[config.mk]
export PLATFORM = sky130hd
export DESIGN_NAME = pulse_skew_calib
export DESIGN_NICKNAME = d
export VERILOG_FILES = /design/src/rtl/pulse_skew_calib.sv
export SDC_FILE = /design/constraint.sdc
export NUM_CORES = 1
export LEC_CHECK = 0
export CAP_MARGIN = 30
export CORE_MARGIN = 2
export CORE_UTILIZATION = 25
export DETAILED_ROUTE_END_ITERATION = 16
export PLACE_DENSITY = 0.43
export SYNTH_ARGS = -nofsm -noshare
export SYNTH_HDL_FRONTEND = slang
export SYNTH_SLANG_ARGS = --single-unit
[constraint.sdc]
create_clock -name clk -period 4.8 [get_ports clk]
set_clock_uncertainty 0.15 [all_clocks]
set_input_delay 1.2 -clock clk [delete_from_list [all_inputs] [get_ports clk]]
set_output_delay 1.2 -clock clk [all_outputs]
set_load 0.1 [all_outputs]
[src/rtl/pulse_skew_calib.sv]
// Deskew calibration engine: timestamps the first rising edge of a training
// pulse on every lane and turns the skews into per-lane delay selects.
module pulse_skew_calib #(
  parameter int NUM_LANES = 4,
  parameter int MAX_DLY   = 3,
  parameter int TIMEOUT   = 15,
  localparam int SEL_W    = $clog2(MAX_DLY + 1)
) (
  input  logic                       clk,
  input  logic                       rst_n,
  input  logic                       start,
  input  logic [NUM_LANES-1:0]       lane_pulse,
  output logic [NUM_LANES*SEL_W-1:0] sel_out,
  output logic                       busy,
  output logic                       done,
  output logic                       err
);

  localparam int TMO_W = $clog2(TIMEOUT + 1);

  typedef enum logic [1:0] {
    ST_IDLE    = 2'd0,
    ST_ARMED   = 2'd1,
    ST_MEASURE = 2'd2,
    ST_COMPUTE = 2'd3
  } state_e;

  state_e                          state_q, state_d;
  logic [NUM_LANES-1:0]            prev_q;
  logic [NUM_LANES-1:0]            flag_q, flag_d;
  logic [NUM_LANES-1:0][SEL_W-1:0] off_q, off_d;
  logic [SEL_W-1:0]                skew_q, skew_d;
  logic [TMO_W-1:0]                tmo_q, tmo_d;
  logic [NUM_LANES*SEL_W-1:0]      sel_q, sel_d;
  logic                            done_q, done_d;
  logic                            err_q, err_d;
  logic                            busy_q, busy_d;

  logic [NUM_LANES-1:0]            rise_s;
  logic [NUM_LANES-1:0]            new_arr_s;
  logic [SEL_W-1:0]                max_s;

  assign rise_s    = lane_pulse & ~prev_q;
  assign new_arr_s = rise_s & ~flag_q;

  // Largest recorded offset, i.e. the skew of the latest-arriving lane.
  always_comb begin
    max_s = '0;
    for (int i = 0; i < NUM_LANES; i++) begin
      if (off_q[i] > max_s) begin
        max_s = off_q[i];
      end else begin
        max_s = max_s;
      end
    end
  end

  // Calibration sequencing: next state, capture bookkeeping and output updates.
  always_comb begin
    state_d = state_q;
    flag_d  = flag_q;
    off_d   = off_q;
    skew_d  = skew_q;
    tmo_d   = tmo_q;
    sel_d   = sel_q;
    done_d  = 1'b0;
    err_d   = err_q;
    case (state_q)
      ST_IDLE: begin
        if (start) begin
          state_d = ST_ARMED;
          flag_d  = '0;
          off_d   = '0;
          tmo_d   = '0;
          skew_d  = '0;
          err_d   = 1'b0;
        end else begin
          state_d = ST_IDLE;
        end
      end
      ST_ARMED: begin
        // First arrivals define offset 0; offsets are already cleared.
        if (rise_s != '0) begin
          flag_d = rise_s;
          skew_d = SEL_W'(1);
          if (rise_s == {NUM_LANES{1'b1}}) begin
            state_d = ST_COMPUTE;
          end else begin
            state_d = ST_MEASURE;
          end
        end else if (tmo_q == TMO_W'(TIMEOUT - 1)) begin
          err_d   = 1'b1;
          state_d = ST_IDLE;
        end else begin
          tmo_d = tmo_q + TMO_W'(1);
        end
      end
      ST_MEASURE: begin
        for (int i = 0; i < NUM_LANES; i++) begin
          if (new_arr_s[i]) begin
            off_d[i] = skew_q;
          end else begin
            off_d[i] = off_q[i];
          end
        end
        flag_d = flag_q | rise_s;
        skew_d = skew_q + SEL_W'(1);
        if (flag_d == {NUM_LANES{1'b1}}) begin
          state_d = ST_COMPUTE;
        end else if (skew_q == SEL_W'(MAX_DLY)) begin
          err_d   = 1'b1;
          state_d = ST_IDLE;
        end else begin
          state_d = ST_MEASURE;
        end
      end
      ST_COMPUTE: begin
        for (int i = 0; i < NUM_LANES; i++) begin
          sel_d[i*SEL_W +: SEL_W] = max_s - off_q[i];
        end
        done_d  = 1'b1;
        state_d = ST_IDLE;
      end
      default: begin
        state_d = ST_IDLE;
      end
    endcase
    busy_d = (state_d != ST_IDLE);
  end

  // State, capture and output registers; rst_n clears everything at once.
  always_ff @(posedge clk or negedge rst_n) begin
    if (!rst_n) begin
      state_q <= ST_IDLE;
      prev_q  <= '0;
      flag_q  <= '0;
      off_q   <= '0;
      skew_q  <= '0;
      tmo_q   <= '0;
      sel_q   <= '0;
      done_q  <= 1'b0;
      err_q   <= 1'b0;
      busy_q  <= 1'b0;
    end else begin
      state_q <= state_d;
      prev_q  <= lane_pulse;
      flag_q  <= flag_d;
      off_q   <= off_d;
      skew_q  <= skew_d;
      tmo_q   <= tmo_d;
      sel_q   <= sel_d;
      done_q  <= done_d;
      err_q   <= err_d;
      busy_q  <= busy_d;
    end
  end

  assign sel_out = sel_q;
  assign busy    = busy_q;
  assign done    = done_q;
  assign err     = err_q;

endmodule

# Word level (Yosys, flattened, before mapping)
# Index checks and enable logic that the tools add are counted.
[word_totals]
ff_bits = 35
latchBits = 0
mem_bits_rw = 0
romBits = 0
wordCells = 92
mem_count = 0
[op_classes]
add_sub_neg = 6
n_mul = 0
n_div = 0
n_lt_le_gt_ge = 4
n_eq_ne = 18
shifts = 0
mux = 33
bitwise_logic = 5
n_reduce_logical = 13
[ops]
columns = ["op", "count"]
rows = [
  ["2-to-1 mux 2 bit", 14],
  ["inequality test 2 bit (second input constant)", 11],
  ["2-to-1 mux 4 bit", 4],
  ["one-hot mux 8 bit (2 select lines)", 1],
  ["AND reduction 3 bit", 5],
  ["equality test 4 bit (second input constant)", 3],
  ["one-hot mux 4 bit (3 select lines)", 1],
  ["AND 4 bit", 2],
  ["2-to-1 mux 1 bit", 8],
  ["2-to-1 mux 8 bit", 1],
  ["inverter 4 bit", 2],
  ["one-hot mux 2 bit (4 select lines)", 1],
  ["one-hot mux 4 bit (2 select lines)", 1],
  ["subtractor 2 bit", 4],
  ["equality test 2 bit (second input constant)", 3],
  ["greater-than comparator 2 bit", 3],
  ["one-hot mux 2 bit (3 select lines)", 1],
  ["AND reduction 6 bit", 1],
  ["nonzero test 2 bit", 3],
  ["adder 4 x 1 -> 4 bit (second input constant)", 1],
  ["bitwise OR 4 bit", 1],
  ["AND reduction 4 bit", 1],
  ["nonzero test 4 bit", 1],
  ["one-hot mux 1 bit (3 select lines)", 1],
  ["5 further kinds", 5],
]

# Longest topological paths before layout
# Gate-level depths: netlist (run 1).
[depth]
depth_word = 9
mapped_depth = 18

# Least setup slack after synthesis (run 1)
# Ideal clock, no wire load.
[synth_timing]
path_kind = "reg2reg"
start = "register off_q[2] (netlist bit)"
end = "register sel_q[5] (netlist: sel_out[5])"
setup_ns = 0.123
arrival_time_ns = 3.274
required_time_ns = 4.527
path_slack_ns = 1.254
stages_incl_launch_ff = 18
n_path_buf = 1
cell_sequence = "dfrtp_1 inv_1 ha_1 nor2b_1 o21ai_1 nand3_1 ha_1 nand2b_1 nand2_1 nand4_1 buf_2 and2_1 ha_1 nand2_1 o21ai_1 inv_1 or3_1 a32o_1"
[synth_via]
elab_chain_len = 7
[synth_rtl]
columns = ["element", "line_no", "text"]
rows = [
  ["from (decl)", "31", "logic [NUM_LANES-1:0][SEL_W-1:0] off_q, off_d;"],
  ["from (signal assigned)", "137", "off_q <= '0;"],
  ["from (signal assigned)", "148", "off_q <= off_d;"],
  ["greater-than comparator 2 bit", "50", "if (off_q[i] > max_s) begin"],
  ["2-to-1 mux 2 bit (*)", "50", ""],
  ["greater-than comparator 2 bit", "50", ""],
  ["2-to-1 mux 2 bit (*)", "50", ""],
  ["greater-than comparator 2 bit", "50", ""],
  ["2-to-1 mux 2 bit (*)", "50", ""],
  ["subtractor 2 bit (*)", "119", "sel_d[i*SEL_W +: SEL_W] = max_s - off_q[i];"],
  ["to (signal assigned)", "151", "sel_q <= sel_d;"],
  ["to (decl)", "34", "logic [NUM_LANES*SEL_W-1:0] sel_q, sel_d;"],
]
# Mark *: on every way between the ends. The rest lies on a longest branch, timed or not.
# A chain may end at the register's enable or synchronous reset.

# Worst setup path in the final report (run 1)
[layout_timing]
start = "register off_q[0] (netlist bit)"
end = "register sel_q[5] (netlist: sel_out[5])"
[layout_via]
elab_chain_len = 9
[layout_rtl]
columns = ["element", "line_no"]
rows = [
  ["greater-than comparator 2 x 1 -> 1 bit", "50"],
  ["2-to-1 mux 2 bit (*)", "50"],
  ["greater-than comparator 2 bit", "50"],
  ["2-to-1 mux 2 bit (*)", "50"],
  ["greater-than comparator 2 bit", "50"],
  ["2-to-1 mux 2 bit (*)", "50"],
  ["greater-than comparator 2 bit", "50"],
  ["2-to-1 mux 2 bit (*)", "50"],
  ["subtractor 2 bit (*)", "119"],
]
# Marked as above.

==> flow_metrics.py, run 1 <==
metrics = {
    "detailed_routing": {
        "drc_errors": 0,
        "drtAntennaViolNets": 0,
        "drt-initial-drc-count": 66,
        "wl_per_cell_um": 14.2,
        "post_drt_via_cell_ratio": 4.99,
        "drt_wl_total_um": 5280,
        "drt_first_pass_iters": 4,
        "vias": 1856,
    },
    "global_route": {
        "gr-total-overflow": 0,
        "grt_usage_pct": 11.7,
        "antenna_found_initial": 0,
        "grt_max_degree": 36,
        "grt_pass1_wl_um": 9380,
        "grt_pass1_vias": 1878,
    },
    "place": {
        "post-place-cells": 364,
        "dpl.hpwl_um": 3860,
        "io_buffers": 17,
        "routabilityCongestion": 0.778,
    },
    "sta": {
        "setup_viol": 0,
        "drv_slew": 0,
        "max_freq_ghz": 0.264,
        "worst_slew_pin_slew_ns": 0.973,
        "hold_viol": 0,
        "relSlewSlack_pct": 34.9,
        "rsz0062_at_grt": "false",
        "tns_ns": 0,
        "whs_ns": 0.333,
        "fin_crit_sh_pct": 78.9,
        "fin_crit_ns": 3.79,
    },
    "layout": {
        "drive_gt1_share_pct": 6.44,
        "multi_input_area_mm2": 0.00128,
        "final-seq-area_um2": 876,
        "antenna_cells": 0,
        "stdcell_count": 372,
        "finish.net_count": 288,
        "nFillCells": 940,
        "area_growth_pct": 15.9,
    },
    "floorplan": {
        "die_h_um": 99.1,
        "rows": 34,
        "start_util_pct": 25.8,
        "pin_count": 18,
        "core_mm2": 0.00876,
        "die_w_um": 99.1,
        "dieArea_mm2": 0.00982,
    },
    "logic_synthesis": {
        "ys_ff_latch": 35,
        "synthDistinctLibCells": 49,
        "synth.yosys.seq_area_share_pct": 38.7,
        "synth.avg_cell_area_um2": 9.12,
        "synth-async-reset-ratio_pct": 100,
        "syn_inst": 248,
        "synth_edf_count": 0,
        "synthesis.nets": 273,
        "yosysWarnings": 0,
        "synthFlopType": "dfrtp_1",
        "syn_area_mm2": 0.00226,
    },
    "clock_tree": {
        "path_clk_slew_ns": 0.07,
        "cts_tree": "yes",
        "hold_buffers": 0,
        "clockBufferDepth": 2,
        "clock_latency_ns": 0.29,
        "ctsHtreeMaxLevel": 2,
        "cts_setup_buffers": 0,
        "cts_sinks": 35,
        "cts-buffers-inserted": 5,
        "cts-root-buf": "clkbuf_8",
        "cts.repair.resized": 0,
    },
    "setup_path": {
        "required_ns": 4.82,
        "critPathTopFamily": "simple AND/OR/NAND/NOR gates",
        "arrival_ns": 3.81,
        "critPathKind": "flip-flop to flip-flop",
        "cp.depth": 16,
        "cpPeakStageDelay_ns": 0.49,
        "critPathLaunchType": "flip-flop",
        "worst_setup_path_end_kind": "flip-flop",
        "worstPathMaxFanout": 15,
        "slowest_stage": "dfrtp_1",
        "crit_chain": "ha_1 > nor2b_1 > o21ai_1 > nand3_1 > ha_1 > nand2b_1 > nand2_1 > nand4_1 > buf_4 > and2_1 > ha_1 > nand2_1 > o21ai_1 > inv_1 > or3_1 > a32o_1",
        "crit_path_frequent_cell": "ha_1",
        "r2r_cells": 16,
        "crit_buf_inv": 2,
    },
    "power_and_ir_drop": {
        "power_density_mw_per_mm2": 547,
        "peakVddDrop_mv": 0.140,
        "p_leak_nw": 1.11,
    },
    "run_status": {
        "status": "finished clean",
    },
    "run": {
        "timing.max_cap.violations": 0,
    },
    "hold_path": {
        "min_path_cells": 2,
        "hold_path.class": "flip-flop to flip-flop",
    },
}
cell usage in the layout, fill, tap and decap left out, types with 3 or more instances in the layout:
cell / count
nor2b_1: 18
nand2_1: 24
and3_1: 4
a31oi_1: 3
clkdlybuf4s50_1: 16
xor2_1: 3
ha_1: 18
inv_1: 12
o21ai_1: 8
clkbuf_8: 7
a32oi_1: 6
a22o_1: 9
nand3_1: 14
o21ai_0: 13
or3_1: 4
a21oi_1: 11
nand2b_1: 3
dfrtp_1: 35
nor3_1: 3
o211a_1: 3
nor2_1: 11
a311oi_1: 3
Yosys cell counts (2+ instances only):
library cell | n | area share (%)
buf_2 | 5 | 1.1
a22o_1 | 9 | 3.5
a31oi_1 | 3 | 0.83
xor2_1 | 3 | 1.2
o21ai_1 | 8 | 1.8
o21ai_0 | 13 | 2.9
dfrtp_1 | 35 | 39
nor2_1 | 11 | 1.8
o211a_1 | 3 | 1.3
and2_1 | 2 | 0.55
o211ai_1 | 2 | 0.66
ha_1 | 18 | 10
nand4_1 | 2 | 0.55
inv_1 | 12 | 2.0
nand3_1 | 14 | 3.1
xnor2_1 | 2 | 0.77
a311oi_1 | 3 | 1.2
a32oi_1 | 6 | 2.3
and3_1 | 4 | 1.1
nor2b_1 | 18 | 5.0
a21o_1 | 2 | 0.66
nor3_1 | 3 | 0.66
nand2_1 | 24 | 4.0
a211o_1 | 2 | 0.77
or3_1 | 4 | 1.1
clkbuf_1 | 5 | 0.83
nand2b_1 | 3 | 0.83
a21oi_1 | 11 | 2.4
cell families after synthesis:
family	after synthesis	synth area share, %
compound gates	71	22.1
mux	3	1.44
buf+inv	25	4.76
xor+xnor	5	1.94
fa+ha+maj	18	9.96
simple gates	91	21.1
flops	35	38.7
worst paths after layout:
check                                       startpoint                     end  slack (ns)
worst max-delay path              off_q[0]$_DFFE_PN0P_  sel_out[5]$_DFFE_PN0P_        1.01
worst min-delay path            sel_out[6]$_DFFE_PN0P_  sel_out[6]$_DFFE_PN0P_        0.33
worst max register to register    off_q[0]$_DFFE_PN0P_  sel_out[5]$_DFFE_PN0P_        1.01
worst min register to register  sel_out[6]$_DFFE_PN0P_  sel_out[6]$_DFFE_PN0P_        0.33
max in group asynchronous                        rst_n    tmo_q[3]$_DFFE_PN0P_        3.11
min in group asynchronous                        rst_n    off_q[7]$_DFFE_PN0P_        0.86
power breakdown:
group | switching [mW] | internal [mW]
combinational | 0.556 | 0.218
clock | 0.111 | 0.131
sequential | 0.0513 | 0.364
total | 0.719 | 0.714
flip-flops by register name, summed over array words and instances, names as in the netlist:
signal   cells
busy         1
tmo_q        4
state_q      2
prev_q       4
err          1
sel_out      8
skew_q       2
flag_q       4
off_q        8
done         1
stage by stage:
stage,setup WS (ns),area [um2],utilization (%),power (mW)
after floorplan,1.25,2260,-,1.01
after global placement,1.14,2520,28.8,1.20
after detailed placement,1.04,2520,28.8,1.20
after CTS,1.03,2620,29.9,1.45
after global routing,0.660,2620,29.9,1.53
final,1.01,2620,29.9,1.43
final cells by class:
class                           count  share of cell area, %
Clock buffer                        8                   3.82
Multi-Input combinational cell    188                   48.7
Sequential cell                    35                   33.4
Tap cell                          108                   5.16
Timing Repair Buffer               19                   6.87
Inverter                           14                   2.00
worst reg2reg max path: stages (launching register included):
cell and delay (ns):
dfrtp_1 0.49, ha_1 0.35, nor2b_1 0.13, o21ai_1 0.15
nand3_1 0.12, ha_1 0.29, nand2b_1 0.06, nand2_1 0.08
nand4_1 0.07, buf_4 0.19, and2_1 0.17, ha_1 0.26
nand2_1 0.06, o21ai_1 0.27, inv_1 0.19, or3_1 0.37
a32o_1 0.26
layer usage:
layer,part of all wire [%],GRT usage [%],vias up
met2,48,20.1,31
met1,48,15.0,899
li1,-,-,921
met4,0.78,1.90,0
met3,3.2,3.30,5
met5,0,0,-
No activity file was read; power rests on OpenSTA's default activity.
==> run 2, diff against run 1 <==
Settings changed: PLACE_DENSITY 0.43 to 0.44.
Clock period 4.8 ns to 3.2 ns, I/O delays scaled along.
==> flow_metrics.py, run 2 (same netlist as run 1, synthesis figures left out) <==
metrics = {
    "power_and_ir_drop": {
        "peakVddDrop_mv": 0.279,
        "p_leak_nw": 1.23,
        "power_density_mw_per_mm2": 766,
    },
    "place": {
        "dpl.hpwl_um": 4030,
        "io_buffers": 17,
        "post-place-cells": 377,
        "dp_slack_ns": 0.0637,
        "routabilityCongestion": 0.749,
    },
    "detailed_routing": {
        "wl_met3_um": 156,
        "wl_met1_um": 2730,
        "drc_errors": 0,
        "drtAntennaViolNets": 0,
        "routed.top_layer": "met4",
        "drt-initial-drc-count": 50,
        "post_drt_via_cell_ratio": 4.86,
        "dr_wl_met2_um": 2650,
        "wl_per_cell_um": 14.3,
        "drt_first_pass_iters": 4,
        "drt_wl_total_um": 5560,
        "vias": 1897,
    },
    "sta": {
        "max_freq_ghz": 0.320,
        "setup_viol": 0,
        "fin_crit_sh_pct": 97.7,
        "rsz0062_at_grt": "true",
        "drv_slew": 0,
        "worst_slew_pin_slew_ns": 0.835,
        "hold_viol": 0,
        "fin_ws_ns": 0.0744,
        "relSlewSlack_pct": 44.4,
        "whs_ns": 0.346,
        "fin_crit_ns": 3.13,
    },
    "setup_path": {
        "r2r_cells": 15,
        "critPathKind": "flip-flop to flip-flop",
        "crit_chain": "ha_1 > nor2b_1 > o21ai_1 > nand3_1 > ha_1 > nand2b_1 > nand2_1 > nand4_1 > and2_4 > ha_4 > nand2_4 > o21ai_4 > inv_2 > or3_1 > a32o_1",
        "cpPeakStageDelay_ns": 0.40,
        "r2r_slack_ns": 0.07,
        "worstPathMaxFanout": 7,
        "slowest_stage": "dfrtp_1",
        "r2r-end": "sel_out[5]$_DFFE_PN0P_",
        "r2r_start": "off_q[0]$_DFFE_PN0P_",
        "worst_setup_path_end_kind": "flip-flop",
        "arrival_ns": 3.16,
        "crit_path_frequent_cell": "ha_1",
        "required_ns": 3.23,
        "critPathLaunchType": "flip-flop",
    },
    "global_route": {
        "grt_pass1_vias": 1846,
        "grt_usage_pct": 11.7,
        "antenna_found_initial": 0,
        "grt_max_degree": 36,
        "grt_pass1_wl_um": 9270,
        "gr-total-overflow": 0,
    },
    "clock_tree": {
        "hold_buffers": 0,
        "path_clk_slew_ns": 0.08,
        "cts_sinks": 35,
        "clock_latency_ns": 0.29,
        "cts_tree": "yes",
        "ctsHtreeMaxLevel": 2,
        "cts-root-buf": "clkbuf_8",
        "cts-buffers-inserted": 5,
        "clockBufferDepth": 2,
    },
    "hold_path": {
        "min_path_cells": 2,
        "hold_path.class": "flip-flop to flip-flop",
        "min_to": "sel_out[6]$_DFFE_PN0P_",
        "min_from": "sel_out[6]$_DFFE_PN0P_",
    },
    "layout": {
        "finish.net_count": 306,
        "layout_commonest_cell": "dfrtp_1",
        "final_util_pct": 32.1,
        "final_cell_mix": "dfrtp_1 (34), buf_4 (31), nand2_1 (23)",
        "antenna_cells": 0,
        "drive_gt1_share_pct": 22.7,
        "area_growth_pct": 24.3,
        "stdcell_count": 390,
    },
    "floorplan": {
        "rows": 34,
        "die_w_um": 99.1,
        "pin_count": 18,
        "start_util_pct": 25.8,
        "die_h_um": 99.1,
        "dieArea_mm2": 0.00982,
        "core_mm2": 0.00876,
    },
    "run_status": {
        "status": "finished clean",
    },
    "run": {
        "timing.max_cap.violations": 0,
    },
}
-- run 2: changes by cell type in the layout (fill, tap and decap cells not counted), sizes merged --
cell	delta
clkinvlp	+2
buf	+29
clkdlybuf4s50	-11
clkbuf	-3
clkinv	+1
-- run 2: layer usage --
metal  GRT usage [%]  vias to the layer above
met5               0                        -
met3            2.74                        2
met4            2.53                        0
met2            19.1                       20
li1                -                      964
met1            15.8                      911
-- run 2: stage by stage --
step	total power [mW]	cell area [um2]	TNS, ns
3_5_place_dp	1.82	2640	0
3_3_place_gp	1.82	2640	0
4_1_cts	2.17	2730	0
6_report	2.15	2810	0
5_1_grt	2.31	2810	-0.318
2_1_floorplan	1.55	2330	-0.467
-- run 2: cell type report --
class	count	area, um2
fillers	933	5950
multi-input cells	188	1370
flip-flops and latches	35	877
repair buffers	37	288
well taps	108	135
clock buffers	5	68.8
inverters	14	52.6
clock inverters	3	20.0
-- run 2: how the worst max path moves through the flow --
stage                    startpoint  slack (ns)                endpoint
2_1_floorplan  off_q[2]$_DFFE_PN0P_       -0.14  sel_out[3]$_DFFE_PN0P_
3_3_place_gp   off_q[3]$_DFFE_PN0P_        0.07  sel_out[5]$_DFFE_PN0P_
3_5_place_dp   off_q[3]$_DFFE_PN0P_        0.06  sel_out[5]$_DFFE_PN0P_
4_1_cts        off_q[3]$_DFFE_PN0P_        0.04  sel_out[5]$_DFFE_PN0P_
5_1_grt        off_q[0]$_DFFE_PN0P_        -0.1  sel_out[5]$_DFFE_PN0P_
6_report       off_q[0]$_DFFE_PN0P_        0.07  sel_out[5]$_DFFE_PN0P_
-- run 2: worst max-delay path, delay by kind of cell (launching register included) --
kind / cells / cell delay (ns)
compound gates: 3 / 0.50
fa+ha+maj: 3 / 0.86
simple gates: 8 / 1.05
buf+inv: 1 / 0.05
flops: 1 / 0.40
-- run 2: repair_timing --
item,4_1_cts,5_1_grt
buffers inserted,0,5
resized for setup,0,10
endpoints found under the setup margin,0,8
-- run 2: where the power goes --
part | total [mW] | switching, mW | internal (mW)
clock network | 0.337 | 0.185 | 0.152
logic | 1.20 | 0.844 | 0.351
registers | 0.622 | 0.0762 | 0.546
total | 2.15 | 1.10 | 1.05
==> run 3, diff against run 2 <==
Settings changed: CORE_UTILIZATION 25 to 45, CTS_BUF_LIST from default to sky130_fd_sc_hd__clkbuf_2 sky130_fd_sc_hd__clkbuf_4 sky130_fd_sc_hd__clkbuf_8, PLACE_DENSITY 0.44 to 0.69.
==> flow_metrics.py, run 3 (same netlist as run 1, synthesis figures left out) <==
metrics = {
    "run_status": {
        "status": "finished clean",
    },
    "setup_path": {
        "critPathTopFamily": "compound AO/OA/AOI/OAI gates",
        "crit_buf_inv": 1,
        "r2r_cells": 15,
        "crit_path_frequent_cell": "ha_4",
        "critPathKind": "flip-flop to flip-flop",
        "crit_chain": "buf_6 > ha_4 > o211ai_1 > nand3_2 > ha_4 > nand2b_4 > nand2_2 > nand4_1 > and2_4 > ha_4 > nand2_4 > o211ai_1 > nand2_1 > a211o_1 > o211a_1",
        "arrival_ns": 3.17,
        "critPathLaunchType": "flip-flop",
        "worstPathMaxFanout": 4,
        "r2r_start": "off_q[3]$_DFFE_PN0P_",
        "cpPeakStageDelay_ns": 0.40,
        "slowest_stage": "dfrtp_1",
        "r2r-end": "sel_out[3]$_DFFE_PN0P_",
        "required_ns": 3.23,
        "r2r_slack_ns": 0.06,
        "worst_setup_path_end_kind": "flip-flop",
    },
    "clock_tree": {
        "cts_tree": "yes",
        "hold_buffers": 0,
        "cts-buffers-inserted": 5,
        "cts_sinks": 35,
        "ctsHtreeMaxLevel": 2,
        "cts-root-buf": "clkbuf_8",
        "clockBufferDepth": 2,
        "path_clk_slew_ns": 0.08,
        "clock_latency_ns": 0.29,
    },
    "detailed_routing": {
        "drc_errors": 0,
        "drt_wl_total_um": 5160,
        "vias": 1915,
        "post_drt_via_cell_ratio": 5.50,
        "drtAntennaViolNets": 0,
        "drt_first_pass_iters": 4,
        "wl_per_cell_um": 14.8,
        "drt-initial-drc-count": 77,
    },
    "layout": {
        "layout_commonest_cell": "dfrtp_1",
        "finish.net_count": 306,
        "antenna_cells": 0,
        "drive_gt1_share_pct": 24.6,
        "nFillCells": 412,
        "final_util_pct": 59.0,
        "final_cell_mix": "dfrtp_1 (35), buf_4 (30), nand2_1 (22)",
        "area_growth_pct": 25.0,
    },
    "place": {
        "dp_slack_ns": 0.00146,
        "routabilityCongestion": 0.816,
        "dpl.hpwl_um": 3550,
        "io_buffers": 17,
    },
    "floorplan": {
        "dieArea_mm2": 0.00561,
        "rows": 25,
        "start_util_pct": 47.2,
        "die_h_um": 74.9,
        "core_mm2": 0.00479,
        "die_w_um": 74.9,
        "pin_count": 18,
    },
    "power_and_ir_drop": {
        "peakVddDrop_mv": 0.426,
        "power_density_mw_per_mm2": 762,
        "p_leak_nw": 1.26,
    },
    "sta": {
        "fin_crit_ns": 3.14,
        "drv_slew": 0,
        "worst_slew_pin_slew_ns": 0.604,
        "tns_ns": 0,
        "fin_crit_sh_pct": 98.0,
        "fin_ws_ns": 0.0641,
        "relSlewSlack_pct": 59.7,
        "max_freq_ghz": 0.319,
        "setup_viol": 0,
        "hold_viol": 0,
    },
    "global_route": {
        "grt_usage_pct": 18.9,
        "grt_pass1_vias": 1775,
        "antenna_found_initial": 0,
        "grt_pass1_wl_um": 8150,
        "gr-total-overflow": 0,
        "grt_max_degree": 36,
    },
    "run": {
        "timing.max_cap.violations": 0,
    },
    "hold_path": {
        "min_from": "sel_out[6]$_DFFE_PN0P_",
        "hold_path.class": "flip-flop to flip-flop",
        "min_path_cells": 2,
        "min_to": "sel_out[6]$_DFFE_PN0P_",
    },
}
## run 3: changes by cell type in the layout (fill, tap and decap cells not counted), sizes merged
cell,delta
buf,-1
clkbuf,+1
clkdlybuf4s50,+1
clkinvlp,-2
## run 3: metal layers
metal	vias up	wire length [um]	track usage, %
met5	-	0	0
met4	0	48	5.56
met3	7	128	3.35
met2	30	2560	31.9
met1	915	2430	24.9
li1	963	-	-
## run 3: report_power, final
part | leakage (nW) | switching, mW | total [mW] | internal (mW)
Clock | 0.0470 | 0.165 | 0.334 | 0.169
Sequential | 0.463 | 0.0751 | 0.621 | 0.546
Combinational | 0.754 | 0.848 | 1.20 | 0.350
## run 3: stage by stage
stage | instance area [um2] | hold WS (ns) | power (mW) | std cells
finish | 2830 | 0.336 | 2.15 | 348
global route | 2830 | 0.361 | 2.28 | 348
CTS | 2690 | 0.337 | 2.14 | 344
detailed placement | 2590 | 0.317 | 1.80 | 335
global placement | 2590 | 0.317 | 1.80 | 335
floorplan | 2330 | 0.318 | 1.55 | 248
## run 3: worst max path at each step
stage / start / end / slack (ns) / cells past startpoint
3_3_place_gp: off_q[2]$_DFFE_PN0P_ / sel_out[5]$_DFFE_PN0P_ / 0.09 / 16
4_1_cts: off_q[2]$_DFFE_PN0P_ / sel_out[5]$_DFFE_PN0P_ / 0.02 / 16
3_5_place_dp: off_q[3]$_DFFE_PN0P_ / sel_out[5]$_DFFE_PN0P_ / 0.001 / 16
5_1_grt: off_q[3]$_DFFE_PN0P_ / sel_out[3]$_DFFE_PN0P_ / -0.06 / 16
6_report: off_q[3]$_DFFE_PN0P_ / sel_out[3]$_DFFE_PN0P_ / 0.06 / 15
2_1_floorplan: off_q[2]$_DFFE_PN0P_ / sel_out[3]$_DFFE_PN0P_ / -0.14 / 18
## run 3: cell type report
class / instances / area [um2] / area share (%)
repair buffers: 37 / 297 / 10.5
well taps: 67 / 83.8 / 2.97
clock buffers: 6 / 82.6 / 2.92
flip-flops and latches: 35 / 876 / 31.0
multi-input cells: 188 / 1430 / 50.6
inverters: 14 / 52.6 / 1.86
clock inverters: 1 / 5.00 / 0.177
## run 3: timing repair
action / in CTS / in global routing
buffers inserted: 2 / 4
pin swaps: 0 / 12
setup endpoints to repair: 3 / 8
gates resized for setup: 0 / 19
## run 3: tightest hold or removal path, stage by stage, from the launching register on
cell and delay [ns]:
dfrtp_1 0.35, nand2_1 0.06, o41ai_1 0.05
==> variant, RTL diff (config.mk and constraints of run 3) <==
Change the parameter `NUM_LANES` from 4 to 6.
--- a/src/rtl/pulse_skew_calib.sv
+++ b/src/rtl/pulse_skew_calib.sv
@@ -2,5 +2,5 @@
 // pulse on every lane and turns the skews into per-lane delay selects.
 module pulse_skew_calib #(
-  parameter int NUM_LANES = 4,
+  parameter int NUM_LANES = 6,
   parameter int MAX_DLY   = 3,
   parameter int TIMEOUT   = 15,
Interface: changed (resized lane_pulse and sel_out); port bits go from 18 to 24. No check against the original RTL was run, so the function may have changed too.
==> variant against run 3 <==
- the flow now finishes with violations (setup timing)
- setup slack got worse by 1.5 ns
- final area up 37%
- critical path depth up 11
- sequential power grew 33%
- first-iteration DRC count is 3.9% higher
- wire length increased by 39%
- power up 44%
- via count rose by 35%
- area after synthesis grew 32%
- synthesized cell count is 29% higher
- sequential cell count grew 12
- critical path type unchanged
- largest power group unchanged
==> variant: results (changes against run 3) <==
| Metric | Value |
|---|---|
| Cells after DPL | `449 (was 335)` |
| Synth Area in Compound Gates | `0.2464 (was 0.2208)` |
| Crit path max fanout | `5 (was 4)` |
| Post-Layout Cell Count | `464 (was 348)` |
| Worst Max-Slew Pin Slew | `0.5858 ns (was 0.6041 ns)` |
| Mux cell area share after synthesis | `0.02393 (was 0.01439)` |
| Pleak | `0.001730 uW (was 0.001264 uW)` |
| Placed cell areas | `0.003580 mm2 (was 0.002586 mm2)` |
| Failing checks | `setup timing` |
| WL/cell | `15.45 um (was 14.83 um)` |
| Routed vias | `2581 (was 1915)` |
| Syn Nets | `352 (was 273)` |
| Seq/Total Area, Yosys | `0.3946 (was 0.3874)` |
| P_clk | `450 uW (was 334 uW)` |
| Post-Synth XOR/XNOR Area | `0.01763 (was 0.01937)` |
| # setup viols final | `12 (was 0)` |
| Critical Path Sink | `sel_out[0]$_DFFE_PN0P_ (was sel_out[3]$_DFFE_PN0P_)` |
| Worst Reg-to-Reg Cells | `26 (was 15)` |
| Final setup TNS | `-16.50 ns (was 0 ns)` |
| Seq pwr share | `0.265 (was 0.289)` |
| Sw frac | `0.4904 (was 0.5054)` |
| Synth top cells by count | `47 x dfrtp_1, 41 x nand2_1, 23 x ha_1 (was 35 x dfrtp_1, 24 x nand2_1, 18 x ha_1, 18 x nor2b_1, 14 x nand3_1)` |
| Worst vdd ir | `0.7801 mV (was 0.4264 mV)` |
| Pre-CTS setup slack | `-1.433 ns (was 0.001464 ns)` |
| Status | `finished, violations left (was finished, final reports clean)` |
| Drc violations | `0 (unchanged)` |
| Hold_ws | `0.2895 ns (was 0.3359 ns)` |
| DP HPWL | `5138 um (was 3547 um)` |
| Gr usage total | `0.2002 (was 0.1891)` |
| Adder-cell share of the synthesized area | `0.09656 (was 0.09961)` |
| Layout cells sized above 1 | `0.2997 (was 0.2456)` |
| Final setup margin | `-1.479 ns (was 0.06407 ns)` |
| Largest net degree at the start of global routing | `29 (was 36)` |
| Synth area leaders | `dfrtp_1 39%, ha_1 9.7%, nand2_1 5.2% (was dfrtp_1 39%, ha_1 10%, nor2b_1 5.0%)` |
| Primary FF master, synth | `dfrtp_1 (unchanged)` |
| Vias in the first global route | `2452 (was 1775)` |
| Reg2reg end | `sel_out[0]$_DFFE_PN0P_ (was sel_out[3]$_DFFE_PN0P_)` |
| Post-synth cell types | `52 (was 49)` |
[variant: changes by cell type in the layout (fill, tap and decap cells not counted), moves of 4 or more]
cell	delta
buf_4	+30
nand2_1	+14
dfrtp_1	+12
o21ai_1	+9
a22o_1	+6
inv_1	+5
mux2i_1	+5
nand3_1	-5
ha_1	+4
o31ai_2	+4
xnor2_1	+4
[variant: layout make-up]
type	count	area, um2
multi-input combinational	242	1878
timing repair buffer	69	536.8
tap	77	96.34
clock inverter	3	46.29
sequential	47	1176
inverter	21	78.83
clock buffer	5	68.82
fill	561	2505
[variant: routing by layer]
metal | up-vias | global-route usage | wire [um] | part of all wire
met5 | - | 0 | 0 | 0
met4 | 0 | 0.06349 | 71 | 0.0099
met3 | 6 | 0.03307 | 204 | 0.028
met2 | 44 | 0.3487 | 3620 | 0.51
met1 | 1235 | 0.2529 | 3271 | 0.46
li1 | 1296 | - | - | -
